<file path="src/rtl/jtag_scan_master.sv">
// jtag_scan_master: drives TMS/TDI to walk a TAP through complete IR/DR scans
// and captures TDO, lock-step with the TAP on clk_i.
// Optional build macro: JTAG_MASTER_TDO_CAPTURE_EN keeps the TDO capture path.
// Without it, tdo_i is ignored and data_out_o is constant 0.
//
// state   | meaning
// --------+-----------------------------------------------------------
// RST_SEQ | TMS=1 for 5 cycles (TAP -> Test-Logic-Reset), then TMS=0 once
// IDLE    | TMS=0, TAP parked in Run-Test/Idle, waiting for start/reset_tap
// SEL_DR  | TMS=1, TAP -> Select-DR-Scan
// SEL_IR  | TMS=1, TAP -> Select-IR-Scan (IR scans only)
// CAPTURE | TMS=0 for 2 cycles, TAP -> Capture -> Shift
// SHIFT   | one cycle per bit, TMS=1 on the last bit (Shift -> Exit1)
// EXIT1   | TMS=1, TAP -> Update
// UPDATE  | TMS=0, TAP -> Run-Test/Idle; done pulses in the next IDLE cycle

module jtag_scan_master #(
    parameter int DATA_W = 32,
    parameter int LEN_W  = $clog2(DATA_W + 1)
) (
    input  logic              clk_i,
    input  logic              rst_i,
    input  logic              start_i,
    input  logic              is_ir_i,
    input  logic [LEN_W-1:0]  len_i,
    input  logic [DATA_W-1:0] data_in_i,
    input  logic              reset_tap_i,
    input  logic              tdo_i,
    output logic              tms_o,
    output logic              tdi_o,
    output logic              busy_o,
    output logic              done_o,
    output logic [DATA_W-1:0] data_out_o
);

    // Counter must hold both len-1 and the reset-sequence count of 5.
    localparam int CNT_W = (LEN_W < 3) ? 3 : LEN_W;

    typedef enum logic [2:0] {
        RST_SEQ, IDLE, SEL_DR, SEL_IR, CAPTURE, SHIFT, EXIT1, UPDATE
    } state_t;

    state_t            state_q, state_d;
    logic [CNT_W-1:0]  cnt_q, cnt_d;
    logic              is_ir_q, is_ir_d;
    logic [LEN_W-1:0]  len_q, len_d;
    logic [DATA_W-1:0] din_q, din_d;
    logic              tms_q, tms_d;
    logic              tdi_q, tdi_d;
    logic              busy_q, busy_d;
    logic              done_q, done_d;
    logic              accept;
    logic              shift_en;
    logic              last_bit;

    // Next-state, down-counter and scan-data sequencing; TMS/TDI are derived
    // from the next state so they leave the flops aligned with the state.
    always_comb begin
        state_d  = state_q;
        cnt_d    = cnt_q;
        is_ir_d  = is_ir_q;
        len_d    = len_q;
        din_d    = din_q;
        busy_d   = busy_q;
        done_d   = 1'b0;
        accept   = 1'b0;
        shift_en = 1'b0;
        last_bit = 1'b0;
        tms_d    = 1'b0;
        tdi_d    = 1'b0;

        case (state_q)
            RST_SEQ: begin
                if (cnt_q == '0) begin
                    state_d = IDLE;
                    busy_d  = 1'b0;
                    done_d  = 1'b1;
                end else begin
                    cnt_d = cnt_q - 1'b1;
                end
            end
            IDLE: begin
                // reset_tap has priority; a simultaneous start is dropped.
                if (reset_tap_i) begin
                    state_d = RST_SEQ;
                    cnt_d   = CNT_W'(5);
                    busy_d  = 1'b1;
                end else if (start_i) begin
                    accept  = 1'b1;
                    state_d = SEL_DR;
                    is_ir_d = is_ir_i;
                    len_d   = (len_i == '0) ? LEN_W'(1) : len_i;
                    din_d   = data_in_i;
                    busy_d  = 1'b1;
                end
            end
            SEL_DR: begin
                state_d = is_ir_q ? SEL_IR : CAPTURE;
                cnt_d   = CNT_W'(1);
            end
            SEL_IR: begin
                state_d = CAPTURE;
                cnt_d   = CNT_W'(1);
            end
            CAPTURE: begin
                if (cnt_q == '0) begin
                    state_d = SHIFT;
                    cnt_d   = CNT_W'(len_q) - CNT_W'(1);
                end else begin
                    cnt_d = cnt_q - 1'b1;
                end
            end
            SHIFT: begin
                shift_en = 1'b1;
                din_d    = din_q >> 1;
                if (cnt_q == '0) begin
                    last_bit = 1'b1;
                    state_d  = EXIT1;
                end else begin
                    cnt_d = cnt_q - 1'b1;
                end
            end
            EXIT1: begin
                state_d = UPDATE;
            end
            UPDATE: begin
                state_d = IDLE;
                busy_d  = 1'b0;
                done_d  = 1'b1;
            end
            default: begin
                state_d = RST_SEQ;
                cnt_d   = CNT_W'(5);
                busy_d  = 1'b1;
            end
        endcase

        case (state_d)
            RST_SEQ:               tms_d = (cnt_d != '0);
            SEL_DR, SEL_IR, EXIT1: tms_d = 1'b1;
            SHIFT:                 tms_d = (cnt_d == '0);
            default:               tms_d = 1'b0;
        endcase

        if (state_d == SHIFT) begin
            tdi_d = din_d[0];
        end
    end

    // State and output registers; reset mirrors a reset_tap accept so the TAP
    // is always resynchronised.
    always_ff @(posedge clk_i) begin
        if (rst_i) begin
            state_q <= RST_SEQ;
            cnt_q   <= CNT_W'(5);
            is_ir_q <= 1'b0;
            len_q   <= LEN_W'(1);
            din_q   <= '0;
            tms_q   <= 1'b1;
            tdi_q   <= 1'b0;
            busy_q  <= 1'b1;
            done_q  <= 1'b0;
        end else begin
            state_q <= state_d;
            cnt_q   <= cnt_d;
            is_ir_q <= is_ir_d;
            len_q   <= len_d;
            din_q   <= din_d;
            tms_q   <= tms_d;
            tdi_q   <= tdi_d;
            busy_q  <= busy_d;
            done_q  <= done_d;
        end
    end

    assign tms_o  = tms_q;
    assign tdi_o  = tdi_q;
    assign busy_o = busy_q;
    assign done_o = done_q;

`ifdef JTAG_MASTER_TDO_CAPTURE_EN
    logic [DATA_W-1:0] cap_q, cap_d;
    logic [DATA_W-1:0] dout_q, dout_d;
    logic [DATA_W-1:0] cap_shifted;

    // TDO enters at the MSB; on the last bit the result is right-justified.
    always_comb begin
        cap_d       = cap_q;
        dout_d      = dout_q;
        cap_shifted = {tdo_i, cap_q[DATA_W-1:1]};
        if (accept) begin
            cap_d  = '0;
            dout_d = '0;
        end else if (shift_en) begin
            cap_d = cap_shifted;
            if (last_bit) begin
                dout_d = cap_shifted >> (DATA_W - int'(len_q));
            end
        end
    end

    // Capture and result registers; reset discards any partial scan.
    always_ff @(posedge clk_i) begin
        if (rst_i) begin
            cap_q  <= '0;
            dout_q <= '0;
        end else begin
            cap_q  <= cap_d;
            dout_q <= dout_d;
        end
    end

    assign data_out_o = dout_q;
`else
    logic unused_capture_sigs;
    assign unused_capture_sigs = ^{tdo_i, accept, shift_en, last_bit};
    assign data_out_o = '0;
`endif

endmodule

</file>
<file path="config.mk">
export PLATFORM = sky130hd
export DESIGN_NAME = jtag_scan_master
export DESIGN_NICKNAME = d
export VERILOG_FILES = /design/src/rtl/jtag_scan_master.sv
export SDC_FILE = /design/constraint.sdc
export NUM_CORES = 1
export LEC_CHECK = 0
export ABC_CLOCK_PERIOD_IN_PS = 5200
export CAP_MARGIN = 25
export CORE_ASPECT_RATIO = 0.9
export CORE_UTILIZATION = 24
export CTS_CLUSTER_DIAMETER = 100
export CTS_CLUSTER_SIZE = 24
export DETAILED_ROUTE_END_ITERATION = 6
export PLACE_DENSITY = 0.5
export REMOVE_ABC_BUFFERS = 1
export SYNTH_ARGS = -nofsm -noshare
export SYNTH_HDL_FRONTEND = slang
export SYNTH_SLANG_ARGS = --single-unit
</file>
<file path="constraint.sdc">
create_clock -name clk_i -period 5.2 [get_ports clk_i]
set_input_delay 1.04 -clock clk_i [delete_from_list [all_inputs] [get_ports clk_i]]
set_output_delay 1.04 -clock clk_i [all_outputs]
set_load 0.02 [all_outputs]
</file>
==> key figures <==
Status
  – Outcome: finished clean

Placed design
  – DP Area: 0.00305 mm²
  – HPWL after DPL: 4.07 mm
  – Place WS: 2.02 ns
  – Placed Cells: 468
  – Port Buf Inserts: 46
  – GP Congestion: 0.821

Yosys
  – Synthesized area per cell: 8.40 µm²
  – Synth area leader: dfxtp_1
  – Netlist cell types: 45
  – YS warnings: 0
  – EDFF count, synth: 0
  – Yosys top cell area share: 39.5%
  – Post-synthesis xor/xnor area fraction: 2.33%
  – Simple-gate share of the synthesized area: 19.9%
  – Top post-synthesis cells by area: dfxtp_1 39%, a222oi_1 11%, buf_4 10%, nor2_1 7.4%, nand2_1 4.0%
  – Synth Area in Compound Gates: 21.5%
  – Gate Count Post-Synth: 314
  – Main combinational cell family by area after synthesis: compound AO/OA/AOI/OAI gates
  – Sequential-to-total area share from yosys stat: 39.5%
  – Adder-cell share of the synthesized area: 1.42%
  – Post-synthesis instance area: 0.00264 mm²
  – Dominant synthesized flop cell: dfxtp_1
  – #FFs+latches synth: 52
  – Mux cell area share after synthesis: 1.14%
  – Asr flop ratio synth: 0%

Cells and area
  – Area Overhead vs Synth: 22.3%
  – Area of the multi-input gates: 0.00135 mm²
  – Nets: 394
  – Layout cells sized above 1: 4.89%
  – Finished Layout Cells: 477
  – FILL cells: 1099
  – Total inserted antenna cells: 0
  – Design area: 0.00322 mm²
  – Register area: 0.00104 mm²

Timing
  – Crit share post-route: 55.3%
  – Max-slew headroom: 59.3%
  – RSZ-0062 raised after global routing: no
  – Worst setup margin: 2.33 ns
  – Slew @ Worst Pin: 0.610 ns
  – Setup TNS: 0 ns
  – Minimum clock period: 2.87 ns
  – Max Freq: 348 MHz
  – Final Hold Viols: 0
  – Final setup fails: 0
  – Slew Limit Fails: 0
  – Worst hold slack: 0.476 ns
  – Worst Skew: 0.00382 ns

Clock tree
  – Post-CTS Setup Repair Bufs: 0
  – Worst-path clk slew: 0.07 ns
  – Worst-skew pair later-pin latency: 0.29 ns
  – Hold buffers post-CTS: 0
  – Clock sink total: 52
  – Max clock buf depth: 2
  – CTS tree: yes
  – CTS root buf: clkbuf_16
  – Num CTS Buffers: 5
  – H-tree Lvls: 2
  – Post-cts sizing count: 0

Routing
  – WL final: 6.04 mm
  – Vias/cell: 4.83
  – TritonRoute pass-1 iters: 5
  – Vias: 2306
  – DR iter-0 viols: 195
  – Post-route ant nets: 0
  – DRC Markers: 0
  – WL per Instance: 12.7 µm

Power
  – PD cells: 330 mW/mm²
  – Leak pwr: 0.00119 µW
  – Worst vdd ir: 0.130 mV

GRT
  – Vias in the first global route: 2185
  – GRT Overall Usage: 10.9%
  – Largest net degree at the start of global routing: 53
  – Initial antenna violation count: 0
  – First-pass GRT wire length: 10.1 mm
  – Overflow after GRT: 0

Setup path
  – R2R Setup Slk: 3.02 ns
  – Critical path class: input pin to flip-flop
  – Crit-path max cell delay: 0.64 ns
  – Critical path cell sequence: clkdlybuf4s50_1 > or4b_2 > nand2_1 > a21oi_1 > o221ai_1 > nor2_1 > nand4_1 > mux2i_1
  – CP required: 5.42 ns
  – Crit Reg-Reg Endpoint: tms_o$_SDFF_PP1_
  – R2r worst-path depth: 7
  – Critical Path Sink Type: flip-flop
  – CP Max Fanout: 6
  – Slowest cell on crit path: or4b_2
  – CP arrival: 3.09 ns
  – Critical path launch point type: input pin
  – Worst R2R Start: cnt_q[2]$_SDFF_PP1_

Worst hold path
  – Hold path startpoint: len_q[5]$_SDFFE_PP0P_
  – Tightest Hold Check Type: flip-flop to flip-flop
  – WHS Path Cells: 2
  – Worst hold endpoint: len_q[5]$_SDFFE_PP0P_

Run
  – Max-capacitance violation count: 0

Die
  – Io pins: 80
  – # rows: 35
  – Initial Util: 25.2%
  – CORE AREA: 0.0105 mm²
  – Die Width: 112 µm
  – Die area: 0.0114 mm²
  – Chip height: 101 µm
through the flow:
step                      util (%)  power (µW)
after floorplan                  -         645
after global placement        29.2         741
after detailed placement      29.2         742
after CTS                     30.6        1080
after global routing          30.8        1120
final                         30.8        1060
cell type report:
type,count,area share (%)
Timing Repair Buffer,50,15.8
Clock inverter,2,0.505
Clock buffer,6,4.00
Sequential cell,52,32.3
Inverter,6,0.699
Tap cell,129,5.01
Multi-Input combinational cell,232,41.7
Yosys cell counts (4+ instances only):
master,number
nor3_1,8
dfxtp_1,52
nand3_1,4
buf_4,35
xnor2_1,4
clkbuf_1,16
o21ai_0,8
or3_1,5
a21oi_1,13
nor2b_1,5
a222oi_1,30
inv_1,6
nand2_1,28
nor2_1,52
placed cells by master, fill, tap and decap left out, drive strengths merged, types with 4 or more instances in the layout:
master and instances:
nor2 53, dfxtp 52, clkdlybuf4s50 46, conb 32, a222oi 30, nand2 28, a21oi 13, o21ai 8
nor3 8, clkbuf 7, inv 6, or3 6, nor2b 5, xnor2 4, nand3 4
cells by family (layout without fill, tap and decap cells):
family,Yosys count,count (layout)
compound gates,71,71
xor+xnor,7,7
fa+ha+maj,3,3
buf+inv,61,64
flops,52,52
mux,3,3
other cells,1,32
simple gates,116,116
worst max-delay path, delay by kind of cell:
family | cells | cell delay (ns)
buffers and inverters | 1 | 0.52
AOI/OAI and AO/OA | 2 | 0.30
and+or+nand+nor | 4 | 1.02
muxes | 1 | 0.21
how the worst max path moves through the flow:
stage / to / cells after the start / start / slack (ns)
floorplan: tms_o$_SDFF_PP1_ / 6 / reset_tap_i / 1.39
global placement: tms_o$_SDFF_PP1_ / 8 / reset_tap_i / 2.03
detailed placement: tms_o$_SDFF_PP1_ / 8 / reset_tap_i / 2.02
CTS: tms_o$_SDFF_PP1_ / 8 / reset_tap_i / 2.31
global route: tms_o$_SDFF_PP1_ / 8 / reset_tap_i / 2.20
finish: tms_o$_SDFF_PP1_ / 8 / reset_tap_i / 2.33
report_power, final:
part	switching, µW	internal, µW	total, µW
clock network	150	180	330
logic	146	128	273
registers	33.3	427	460
sequential cells by signal (all words and copies together), names as in the netlist:
signal   flops
is_ir_q      1
din_q       32
done_o       1
cnt_q        6
tdi_o        1
len_q        6
busy_o       1
tms_o        1
state_q      3
layer usage:
| layer | global-route usage [%] | wire, µm | share of wire [%] |
|---|---|---|---|
| met5 | 0 | 0 | 0 |
| met1 | 13.2 | 2660 | 44 |
| met4 | 4.82 | 120 | 2.0 |
| met2 | 17.8 | 2750 | 46 |
| met3 | 3.83 | 510 | 8.4 |
Note: power is estimated with default switching activity, not from simulation.
